$ cat config.mk
export PLATFORM = sky130hd
export DESIGN_NAME = csa_accum_ctrl_flat
export DESIGN_NICKNAME = d
export VERILOG_FILES = /design/src/rtl/csa_ctrl_pkg.sv /design/src/rtl/csa_accum_ctrl_if.sv /design/src/rtl/csa_row.sv /design/src/rtl/csa_accum_ctrl.sv /design/src/flat_wrapper.sv
export SDC_FILE = /design/constraint.sdc
export NUM_CORES = 1
export LEC_CHECK = 0
export CAP_MARGIN = 20
export CORE_ASPECT_RATIO = 1.75
export CORE_UTILIZATION = 30
export DETAILED_ROUTE_END_ITERATION = 10
export GPL_TIMING_DRIVEN = 0
export PLACE_DENSITY = 0.58
export SYNTH_ARGS = -nofsm -noshare
export SYNTH_HDL_FRONTEND = slang
export SYNTH_SLANG_ARGS = --single-unit
$ cat constraint.sdc
create_clock -name clk -period 2.4 [get_ports clk]
set_clock_uncertainty 0.1 [all_clocks]
set_input_delay 0.48 -clock clk [delete_from_list [all_inputs] [get_ports clk]]
set_output_delay 0.48 -clock clk [all_outputs]
set_load 0.02 [all_outputs]
$ cat src/rtl/csa_ctrl_pkg.sv
// Shared definitions for the carry-save accumulator controller: FSM encoding
// and the accumulator width derivation.
package csa_ctrl_pkg;

  typedef enum logic [1:0] {
    ST_IDLE    = 2'd0,
    ST_ACCUM   = 2'd1,
    ST_RESOLVE = 2'd2,
    ST_DONE    = 2'd3
  } state_e;

  // Wide enough to hold MAX_OPS full-scale operands without wrapping.
  function automatic int calc_acc_w(input int w, input int max_ops);
    return w + $clog2(max_ops);
  endfunction

endpackage

$ cat src/rtl/csa_accum_ctrl_if.sv
// Operand-in / result-out handshake bundle for csa_accum_ctrl.
interface csa_accum_ctrl_if
  import csa_ctrl_pkg::*;
#(
  parameter int W       = 4,
  parameter int MAX_OPS = 16
);
  localparam int ACC_W = calc_acc_w(W, MAX_OPS);

  logic             in_valid;
  logic             in_ready;
  logic [W-1:0]     in_data;
  logic             in_last;
  logic             out_valid;
  logic             out_ready;
  logic [ACC_W-1:0] out_sum;
  logic             out_ovf;

  modport master (
    output in_valid, in_data, in_last, out_ready,
    input  in_ready, out_valid, out_sum, out_ovf
  );

  modport slave (
    input  in_valid, in_data, in_last, out_ready,
    output in_ready, out_valid, out_sum, out_ovf
  );
endinterface

$ cat src/rtl/csa_row.sv
// N-bit 3:2 compressor: per-bit full adder, carry vector returned unshifted.
module csa_row #(
  parameter int N = 8
) (
  input  logic [N-1:0] a_i,
  input  logic [N-1:0] b_i,
  input  logic [N-1:0] c_i,
  output logic [N-1:0] sum_o,
  output logic [N-1:0] cy_o
);
  for (genvar i = 0; i < N; i++) begin : g_fa
    assign sum_o[i] = a_i[i] ^ b_i[i] ^ c_i[i];
    assign cy_o[i]  = (a_i[i] & b_i[i]) | (a_i[i] & c_i[i]) | (b_i[i] & c_i[i]);
  end
endmodule

$ cat src/rtl/csa_accum_ctrl.sv
// Multi-operand accumulator: keeps the running total in carry-save form and
// resolves it to binary after the last beat by re-feeding S/C through the row.
module csa_accum_ctrl
  import csa_ctrl_pkg::*;
#(
  parameter int W       = 4,
  parameter int MAX_OPS = 16,
  localparam int ACC_W  = calc_acc_w(W, MAX_OPS)
) (
  input  logic             clk,
  input  logic             rst,
  csa_accum_ctrl_if.slave  bus,
  output logic [ACC_W-1:0] op_count,
  output logic             busy
);
  localparam logic [ACC_W-1:0] CNT_MAX = ACC_W'(MAX_OPS);

  state_e           state_q, state_d;
  logic [ACC_W-1:0] s_q, s_d, c_q, c_d;
  logic [ACC_W-1:0] cnt_q, cnt_d;
  logic             ovf_q, ovf_d;
  logic             ov_q, ov_d;
  logic [ACC_W-1:0] osum_q, osum_d;
  logic             oovf_q, oovf_d;

  logic [ACC_W-1:0] row_a, row_b, row_x, row_s, row_c;
  logic             accept;

  // IDLE clears the old total by zeroing the S/C inputs; RESOLVE zeroes the operand.
  assign row_a = (state_q == ST_IDLE) ? '0 : s_q;
  assign row_b = (state_q == ST_IDLE) ? '0 : c_q;
  assign row_x = (state_q == ST_RESOLVE) ? '0 : {{(ACC_W-W){1'b0}}, bus.in_data};

  csa_row #(.N(ACC_W)) u_row (
    .a_i   (row_a),
    .b_i   (row_b),
    .c_i   (row_x),
    .sum_o (row_s),
    .cy_o  (row_c)
  );

  assign bus.in_ready  = (state_q == ST_IDLE) || (state_q == ST_ACCUM);
  assign accept        = bus.in_valid & bus.in_ready;
  assign bus.out_valid = ov_q;
  assign bus.out_sum   = osum_q;
  assign bus.out_ovf   = oovf_q;
  assign op_count      = cnt_q;
  assign busy          = (state_q != ST_IDLE);

  always_comb begin
    state_d = state_q;
    s_d     = s_q;
    c_d     = c_q;
    cnt_d   = cnt_q;
    ovf_d   = ovf_q;
    ov_d    = ov_q;
    osum_d  = osum_q;
    oovf_d  = oovf_q;
    case (state_q)
      ST_IDLE: begin
        if (accept) begin
          s_d     = row_s;
          c_d     = {row_c[ACC_W-2:0], 1'b0};
          ovf_d   = row_c[ACC_W-1];
          cnt_d   = ACC_W'(1);
          state_d = bus.in_last ? ST_RESOLVE : ST_ACCUM;
        end
      end
      ST_ACCUM: begin
        if (accept) begin
          s_d   = row_s;
          c_d   = {row_c[ACC_W-2:0], 1'b0};
          ovf_d = ovf_q | row_c[ACC_W-1] | (cnt_q == CNT_MAX);
          if (cnt_q != CNT_MAX) cnt_d = cnt_q + 1'b1;
          if (bus.in_last) state_d = ST_RESOLVE;
        end
      end
      ST_RESOLVE: begin
        if (c_q == '0) begin
          osum_d  = s_q;
          oovf_d  = ovf_q;
          ov_d    = 1'b1;
          state_d = ST_DONE;
        end else begin
          s_d   = row_s;
          c_d   = {row_c[ACC_W-2:0], 1'b0};
          ovf_d = ovf_q | row_c[ACC_W-1];
        end
      end
      ST_DONE: begin
        if (bus.out_ready) begin
          ov_d    = 1'b0;
          state_d = ST_IDLE;
        end
      end
      default: state_d = ST_IDLE;
    endcase
  end

  always_ff @(posedge clk) begin
    if (rst) begin
      state_q <= ST_IDLE;
      s_q     <= '0;
      c_q     <= '0;
      cnt_q   <= '0;
      ovf_q   <= 1'b0;
      ov_q    <= 1'b0;
      osum_q  <= '0;
      oovf_q  <= 1'b0;
    end else begin
      state_q <= state_d;
      s_q     <= s_d;
      c_q     <= c_d;
      cnt_q   <= cnt_d;
      ovf_q   <= ovf_d;
      ov_q    <= ov_d;
      osum_q  <= osum_d;
      oovf_q  <= oovf_d;
    end
  end
endmodule
$ cat src/flat_wrapper.sv
// flat-port wrapper written by rule: the top's interface ports become plain ports
module csa_accum_ctrl_flat import csa_ctrl_pkg::*;
#(
  parameter int W       = 4,
  parameter int MAX_OPS = 16,
  localparam int ACC_W  = calc_acc_w(W, MAX_OPS)
)
  (clk, rst, op_count, busy, bus_in_valid, bus_in_data, bus_in_last, bus_out_ready, bus_in_ready, bus_out_valid, bus_out_sum, bus_out_ovf);
  csa_accum_ctrl_if #(.W(W), .MAX_OPS(MAX_OPS)) bus_i ();
  input  logic clk;
  input  logic rst;
  output logic [ACC_W-1:0] op_count;
  output logic busy;
  input wire logic [$bits(bus_i.in_valid)-1:0] bus_in_valid;
  input wire logic [$bits(bus_i.in_data)-1:0] bus_in_data;
  input wire logic [$bits(bus_i.in_last)-1:0] bus_in_last;
  input wire logic [$bits(bus_i.out_ready)-1:0] bus_out_ready;
  output wire logic [$bits(bus_i.in_ready)-1:0] bus_in_ready;
  output wire logic [$bits(bus_i.out_valid)-1:0] bus_out_valid;
  output wire logic [$bits(bus_i.out_sum)-1:0] bus_out_sum;
  output wire logic [$bits(bus_i.out_ovf)-1:0] bus_out_ovf;
  assign bus_i.in_valid = bus_in_valid;
  assign bus_i.in_data = bus_in_data;
  assign bus_i.in_last = bus_in_last;
  assign bus_i.out_ready = bus_out_ready;
  assign bus_in_ready = bus_i.in_ready;
  assign bus_out_valid = bus_i.out_valid;
  assign bus_out_sum = bus_i.out_sum;
  assign bus_out_ovf = bus_i.out_ovf;
  csa_accum_ctrl #(.W(W), .MAX_OPS(MAX_OPS)) u_core (.clk(clk), .rst(rst), .bus(bus_i), .op_count(op_count), .busy(busy));
endmodule
Word-level counts from Yosys, hierarchy flattened. Index checks and enable logic that the tools add are counted.

Register bits after elaboration: 37.

Bitwise operators: 59. Add/subtract/negate cells: 1. Reductions and logical operators: 15. Multiplexer cells: 27. Equality and inequality tests: 13.

Operators by type and width (count): $mux 8 (9); $pmux 8 s2 (3); $or 1x1->1 (18); $and 1x1->1 (17); $mux 2 (6); $xor 1x1->1 (12); $ne 2x2->1 const B (5); $add 8x1->8 const B (1); $and 1x1->1 const B (8); $eq 8x5->1 const B (1); $logic_not 8->1 (1); $ne 8x5->1 const B (1); $pmux 2 s4 (1); $reduce_and 4->1 (2); $reduce_bool 2->1 (4); $ne 2x1->1 const B (3); $reduce_and 3->1 (2); $mux 1 (5); $reduce_and 5->1 (1); $eq 2x2->1 const B (2); $mux 4 (1); $xor 1x1->1 const B (4); $pmux 1 s3 (1); $reduce_bool 3->1 (1); 6 further kinds (6).

Depth between registers and ports, before layout.
Word-level depth: 9. Depth in mapped cells: 9. Depth with buffers taken out: 7.

By module. Synthesis repeated with hierarchy kept, for this count alone.

Cell total of the unflattened synthesis: 198. Area, all modules: 1929.4 um^2.

Modules (own cells, without submodules): csa_accum_ctrl (cells an instance 190, instances 1, sequential area each 720.7 um^2, area each 1769.2 um^2); csa_row (cells an instance 8, instances 1, sequential area each 0.0 um^2, area each 160.2 um^2).

Worst setup path before layout. OpenSTA, ideal clock, no wires.

Path type: flip-flop to flip-flop. From: register u_core.state_q[0]. To: register u_core.s_q[1]. Setup time: 0.128 ns. Clock period less this slack: 2.138 ns. Data arrival time: 1.910 ns. Required time: 2.172 ns. Slack: 0.262 ns. Cell stages (with the launch flop): 9. Cells stage by stage: dfxtp_1 inv_1 ha_1 buf_1 clkbuf_1 nor2b_1 fa_1 mux2i_1 nor2_1.

Longest elaborated chain between the ends: 6. Elaborated cells between the ends (all ways): 18.

Ends and longest elaborated chain: start: declaration (line csa_accum_ctrl.sv:18) `state_e state_q, state_d;`; start signal: assignment (line csa_accum_ctrl.sv:111) `state_q <= state_d;`; $logic_not 2->1 (line csa_accum_ctrl.sv:30, csa_accum_ctrl.sv:31); $mux 8 (on tied branches) (line csa_accum_ctrl.sv:30, csa_accum_ctrl.sv:31); $xor 1x1->1 (line csa_row.sv:12) `assign sum_o[i] = a_i[i] ^ b_i[i] ^ c_i[i];`; $xor 1x1->1 (*) (line csa_row.sv:12); named net u_core.row_s[1] (line csa_accum_ctrl.sv:26) `logic [ACC_W-1:0] row_a, row_b, row_x, row_s, row_c;`; $mux 8 (on tied branches) (line csa_accum_ctrl.sv:79, csa_accum_ctrl.sv:61, csa_accum_ctrl.sv:70); $pmux 8 s2 (*) (line csa_accum_ctrl.sv:59) `case (state_q)`; end signal: assignment (line csa_accum_ctrl.sv:103) `s_q <= '0;`; end signal: assignment (line csa_accum_ctrl.sv:112) `s_q <= s_d;`; end: declaration (line csa_accum_ctrl.sv:19) `logic [ACC_W-1:0] s_q, s_d, c_q, c_d;`.

The timed path passes the listed nets; every way through them passes the cells marked *. The select of a mux whose other input is x is not followed. A chain may end at the register's enable or synchronous reset.

Worst setup path after layout.
From: register u_core.state_q[0]. To: output port bus_in_ready.

Longest elaborated chain between the ends: 2. Elaborated cells between the ends (all ways): 3.

Ends and longest elaborated chain: $eq 2x1->1 / $logic_not 2->1 (equally long branches) (line csa_accum_ctrl.sv:42) `assign bus.in_ready = (state_q == ST_IDLE) || (state_q == ST_ACCUM);`; $logic_or 1x1->1 (*) (line csa_accum_ctrl.sv:42); end: declaration (line flat_wrapper.sv:18) `output wire logic [$bits(bus_i.in_ready)-1:0] bus_in_ready;`.

Every way passes the cells marked *; elsewhere a longest branch is shown, timed or not.

==> reports/results.tsv <==
stage	metric	value	unit
clock_tree	htree depth	2	
timing	Tmin final	2307	ps
clock_tree	Post-CTS Hold Fix Bufs	0	
drt	wire per inst	12.92	um
synthesis	Avg Inst Size Synth	9.345	um2
synthesis	Post-Synthesis Cells	207	
global_routing	GRT Total Usage	0.1339	
synthesis	sequential element share of the synthesized area	0.3726	
power	PwrDens	1088	nW/um2
finish	number of fillers in the final layout	632	
setup_path	CP Class	reg -> out	
setup_path	CP arrival	1730	ps
clock_tree	CTS Buffer Depth	2	
global_routing	first-pass GRT wire length	6948	um
synthesis	Yosys warnings	0	
setup_path	RR Endpoint	u_core.bus.out_sum[6]	
placed_design	pre-CTS setup slack	-444.3	ps
global_routing	pin count of the biggest net entering global routing	13	
finish	Final nets	270	
floorplan	die span in x	62.70	um
timing	RSZ-0062 raised after global routing	false	
synthesis	Mapped Area	1934	um2
timing	crit share post-route	0.9611	
global_routing	grt ovf	0	
drt	DRC Markers	0	
flow_run	MaxCap Viol Count	0	
finish	layout cell share with drive strength beyond 1	0.1134	
placed_design	PortBufs	28	
floorplan	total die area	6786	um2
timing	final setup margin	93.27	ps
setup_path	startpoint types	register	
setup_path	reg2reg path depth	7	
timing	highest clock rate	0.4335	GHz
drt	DRT iter0 DRCs	90	
clock_tree	Num CTS Buffers	5	
min_path	Worst Hold Class	reg -> reg	
timing	Setup TNS	0	ps
floorplan	Cell Rows	38	
clock_tree	worst-skew pair later-pin latency	300	ps
synthesis	total nets after synthesis	231	
global_routing	antenna violations before repair	0	
floorplan	Core Box Area	6228	um2
timing	setup violators final	0	
setup_path	crit path capture	bus_in_ready	
setup_path	Worst R2R Start	u_core.state_q[0]	
placed_design	detailed placer's ending HPWL	3157	um
finish	Layout area overhead	30.34	%
floorplan	Initial Utilization	0.3106	
placed_design	RePlAce Congestion	0.7680	
timing	max-slew violations	0	
timing	Worst-Margin Slew	671.5	ps
timing	final hold violation count	0	
power	peak supply drop	0.3670	mV
finish	Antenna Cells	0	
synthesis	unique cell type count in the Yosys netlist	37	
drt	DRT Wirelength	4224	um
drt	detailed-route vias per instance	4.768	
floorplan	io pins	29	
power	Leakage	1.056	nW
setup_path	crit end category	primary output	
floorplan	Die Y	108.2	um
setup_path	slack of the worst reg-to-reg path	270	ps
timing	Relative slew margins	0.5493	
setup_path	CP Launch Point	u_core.state_q[0]	
drt	Routed Antenna Nets	0	
synthesis	FF+latch count, synth	36	
drt	DR pass1 iterations	4	
clock_tree	clock root buffer	clkbuf_8	
status	status	complete, no violations	
setup_path	Crit path required time	1820	ps
clock_tree	CTS clk-pin slew, worst paths	80	ps
drt	Vias	1559	
global_routing	vias in the first global route	1486	
clock_tree	TritonCTS clock tree	yes	
setup_path	maximum fanout along the worst path	10	
clock_tree	# clock sinks	36	
## worst min path at each step
stage / from / endpoint / slack [ps] / depth (start not counted)
2_1_floorplan: u_core.ovf_q / u_core.bus.out_ovf / 360 / 2
3_3_place_gp: u_core.bus.out_valid / u_core.bus.out_valid / 380 / 2
3_5_place_dp: u_core.bus.out_sum[1] / u_core.bus.out_sum[1] / 390 / 2
4_1_cts: u_core.bus.out_valid / u_core.bus.out_valid / 400 / 2
5_1_grt: u_core.bus.out_valid / u_core.bus.out_valid / 410 / 2
6_report: u_core.bus.out_valid / u_core.bus.out_valid / 400 / 2
## per-stage QoR
step / power (mW) / instance area (um2) / hold WS (ps) / utilization / std cells
6_report: 2.743 / 2521 / 396.5 / 0.4048 / 327
5_1_grt: 2.906 / 2521 / 408.0 / 0.4048 / 327
4_1_cts: 2.694 / 2489 / 399.7 / 0.3996 / 323
3_5_place_dp: 1.901 / 2315 / 387.6 / 0.3716 / 315
3_3_place_gp: 1.886 / 2315 / 376.8 / 0.3716 / 315
2_1_floorplan: 1.588 / 1934 / 360.9 / - / 207
## layout by cell type (no fill, tap or decap), types with 3 or more instances in the layout
cell type,n
xnor2_1,4
or3_1,3
inv_1,10
buf_4,5
mux2i_1,27
nor3_1,7
dfxtp_1,34
o21ai_0,5
clkdlybuf4s50_1,26
clkbuf_8,6
nand2_1,6
a21oi_1,5
nor2b_1,20
nand3_1,4
a31oi_1,3
clkbuf_1,3
bufinv_16,3
fa_1,3
ha_1,11
nor2_1,33
## timing repair
action / 4_1_cts / 5_1_grt
endpoints found under the setup margin: 9 / 2
resized for setup: 14 / 1
pin swaps: 0 / 1
setup buffers: 0 / 4
cloned: 0 / 0
## flip-flops by register name (all words and copies together) (netlist names)
| signal | cells |
|---|---|
| u_core.bus.out_ovf | 1 |
| u_core.bus.out_sum | 8 |
| u_core.bus.out_valid | 1 |
| u_core.c_q | 7 |
| u_core.op_count | 8 |
| u_core.ovf_q | 1 |
| u_core.s_q | 8 |
| u_core.state_q | 2 |
## synth_stat cells (all sizes together)
master	instances	area, um2
dfxtp	36	720.7
nor2	33	123.9
mux2i	27	270.3
nor2b	20	125.1
ha	12	150.1
inv	10	37.54
nor3	7	35.03
o21ai	7	35.03
nand2	6	22.52
a21oi	5	25.02
buf	4	35.02
clkbuf	4	15.01
nand3	4	20.02
xnor2	4	35.03
a211oi	3	35.03
a31oi	3	18.77
fa	3	60.06
nor4	3	25.02
or3	3	18.77
nor4b	2	30.03
a2111oi	1	15.01
a21o	1	7.510
a311oi	1	8.760
and3	1	6.260
and4bb	1	12.51
nand2b	1	6.260
o21a	1	7.510
o21ba	1	10.01
o41ai	1	8.760
or2	1	6.260
or4	1	7.510
## report_power, final
| group | internal, mW | switching, mW | total, mW |
|---|---|---|---|
| logic | 0.580 | 0.646 | 1.23 |
| clock network | 0.520 | 0.241 | 0.761 |
| registers | 0.686 | 0.0713 | 0.757 |
| total | 1.79 | 0.958 | 2.74 |
## logic make-up (layout without fill, tap and decap cells)
kind of cell	after synthesis	in the layout	share of synthesized area
flip-flops	36	36	0.3726
buffers and inverters	18	58	0.04527
AO/OA/AOI/OAI	24	24	0.08861
multiplexers	27	27	0.1397
AND/OR/NAND/NOR	83	83	0.2270
XOR/XNOR	4	4	0.01811
adder cells (fa/ha/maj)	15	15	0.1087
## metal layers
metal,wire [um],vias to the layer above,track usage
met5,0,-,0
met4,99,0,0.07475
met3,124,7,0.02532
met2,2284,33,0.2446
met1,1716,731,0.1423
li1,-,788,-
## final cells by class
cell class,count,area [um2],share of cell area
Tap cell,80,100.1,0.03970
Clock inverter,3,90.09,0.03573
Inverter,10,37.54,0.01489
Multi-Input combinational cell,153,1129,0.4476
Clock buffer,5,68.82,0.02730
Buffer,8,63.81,0.02531
Timing Repair Buffer,32,304.0,0.1206
Sequential cell,36,728.2,0.2888
## worst max-delay path, cell delays in order, from the launching register on
cell	delay, ps
dfxtp_4	380
inv_1	60
ha_2	200
buf_4	180
clkbuf_8	170
or2_2	280
buf_2	160
(Power assumes the default switching activity.)
==> RTL edit (same flow settings) <==
Take the reset off `s_q`, `c_q` and `osum_q` and load them in a clocked block of their own.
--- a/src/rtl/csa_accum_ctrl.sv
+++ b/src/rtl/csa_accum_ctrl.sv
@@ -101,21 +101,21 @@
     if (rst) begin
       state_q <= ST_IDLE;
-      s_q     <= '0;
-      c_q     <= '0;
       cnt_q   <= '0;
       ovf_q   <= 1'b0;
       ov_q    <= 1'b0;
-      osum_q  <= '0;
       oovf_q  <= 1'b0;
     end else begin
       state_q <= state_d;
-      s_q     <= s_d;
-      c_q     <= c_d;
       cnt_q   <= cnt_d;
       ovf_q   <= ovf_d;
       ov_q    <= ov_d;
-      osum_q  <= osum_d;
       oovf_q  <= oovf_d;
     end
   end
+
+  always_ff @(posedge clk) begin
+    s_q    <= s_d;
+    c_q    <= c_d;
+    osum_q <= osum_d;
+  end
 endmodule
Formal check against the unedited RTL: differs if rst is asserted again (counterexample within 4 cycles, from zero or initial values and one cycle with rst high); with rst held inactive, the same outputs for 4 cycles.
==> RTL edit against the unedited design <==
Combinational power shrank 32%; setup slack gained 50 ps; power shrank 13%; clock power shrank 29%; area after synthesis shrank 8.0%; synthesized cell count shrank 28%; count of clock-buffer cells in the layout is the same; first-iteration DRC count shrank 58%; non-clock buffer count shrank 8; sequential cell count is the same; worst hold slack lost 50 ps; wire length shrank 17%; final area shrank 9.2%; largest power group is now registers; highest routed layer unchanged.
==> RTL edit: results (changes against the unedited design) <==
metric,value,unit,change
place_hpwl,2630,µm,-17%
grt_pass1_vias,1251,,-16%
p_leak,0.822,nW,-22%
drt_iter0_drc,38,,-58%
status,completed,,
netlist_top_cells_area,"edfxtp_1 39%, dfxtp_1 15%, ha_1 9.1%",,
vdd_drop_max,0.000395,V,+7.6%
ys.flop_type,edfxtp_1,,
place_inst,254,,-19%
place_area,2160,µm²,-6.5%
globalRouteMet3Util,2.11,%,-0.42 points
grt_usage,12.7,%,-0.73 points
p_seq,1.02,mW,+35%
synth_edf_count,23,,+23
crit_slowest_cell,dfxtp_1,,
yosys-top-cells-count,"23 x edfxtp_1, 21 x nor2b_1, 13 x dfxtp_1, 13 x ha_1, 10 x inv_1",,
routabilityCongestion,0.759,,-1.2%
comb_power,837,µW,-32%
total_power,2.40,mW,-13%
ys_seq_area_share,53.4,%,+16 points
drt-met1-wl,1390,µm,-19%
portBuffers,27,,-3.6%
synth_nets,175,,-24%
drive_gt1_share,10.2,%,-1.1 points
layout.nets,210,,-22%
use_met2,22.3,%,-2.2 points
wl_met2,1940,µm,-15%
met3_length,103,µm,-17%
tightest_slew,803,ps,+131 ps
grt_pass1_wl,5930,µm,-15%
pre_cts_ws,-152,ps,+293 ps
cp.arrival,1680,ps,-50 ps
ys_types,36,,-2.7%
-- RTL edit: cell types whose count changed in the layout (fill, tap and decap cells not counted), sizes merged, moves of 3 or more --
cell	unedited run	this run
dfxtp	36	13
a221oi	0	3
edfxtp	0	23
nor2	33	9
mux2i	27	1
nor3	7	3
buf	9	3
-- RTL edit: path summary, 6_finish.rpt --
check	cells after the start	start	slack [ps]	end
worst max-delay path	6	u_core.state_q[1]$_SDFFE_PP0P_	140	bus_in_ready
worst min-delay path	0	u_core.s_q[0]$_DFFE_PP_	350	u_core.bus.out_sum[0]$_DFFE_PP_
worst max register to register	5	u_core.state_q[0]$_SDFFE_PP0P_	190	u_core.s_q[2]$_DFFE_PP_
worst min register to register	0	u_core.s_q[0]$_DFFE_PP_	350	u_core.bus.out_sum[0]$_DFFE_PP_
-- RTL edit: final cells by class --
class / count / area (µm²)
inverters: 11 / 41.3
clock inverters: 3 / 42.5
well taps: 76 / 95.1
plain buffers: 4 / 22.5
repair buffers: 28 / 279
flip-flops and latches: 36 / 951
fillers: 567 / 3340
multi-input cells: 99 / 788
clock buffers: 5 / 68.8
-- RTL edit: worst reg2reg max path, stage by stage (launching register included) --
cell and delay [ps]:
dfxtp_1 350, inv_1 140, ha_1 300, clkbuf_1 420, nor2b_1 150, fa_1 490
-- RTL edit: repair_timing --
action / 4_1_cts / 5_1_grt
cloned: 0 / 0
setup endpoints to repair: 13 / 8
resized for setup: 4 / 1
-- RTL edit: kinds of logic (layout without fill, tap and decap cells) --
family / after synthesis / after routing / synth area share (%)
xor+xnor: 4 / 4 / 1.97
compound gates: 26 / 26 / 9.77
mux: 1 / 1 / 0.562
buf+inv: 15 / 51 / 3.58
flops: 36 / 36 / 53.4
fa+ha+maj: 16 / 16 / 12.5
simple gates: 52 / 52 / 18.2
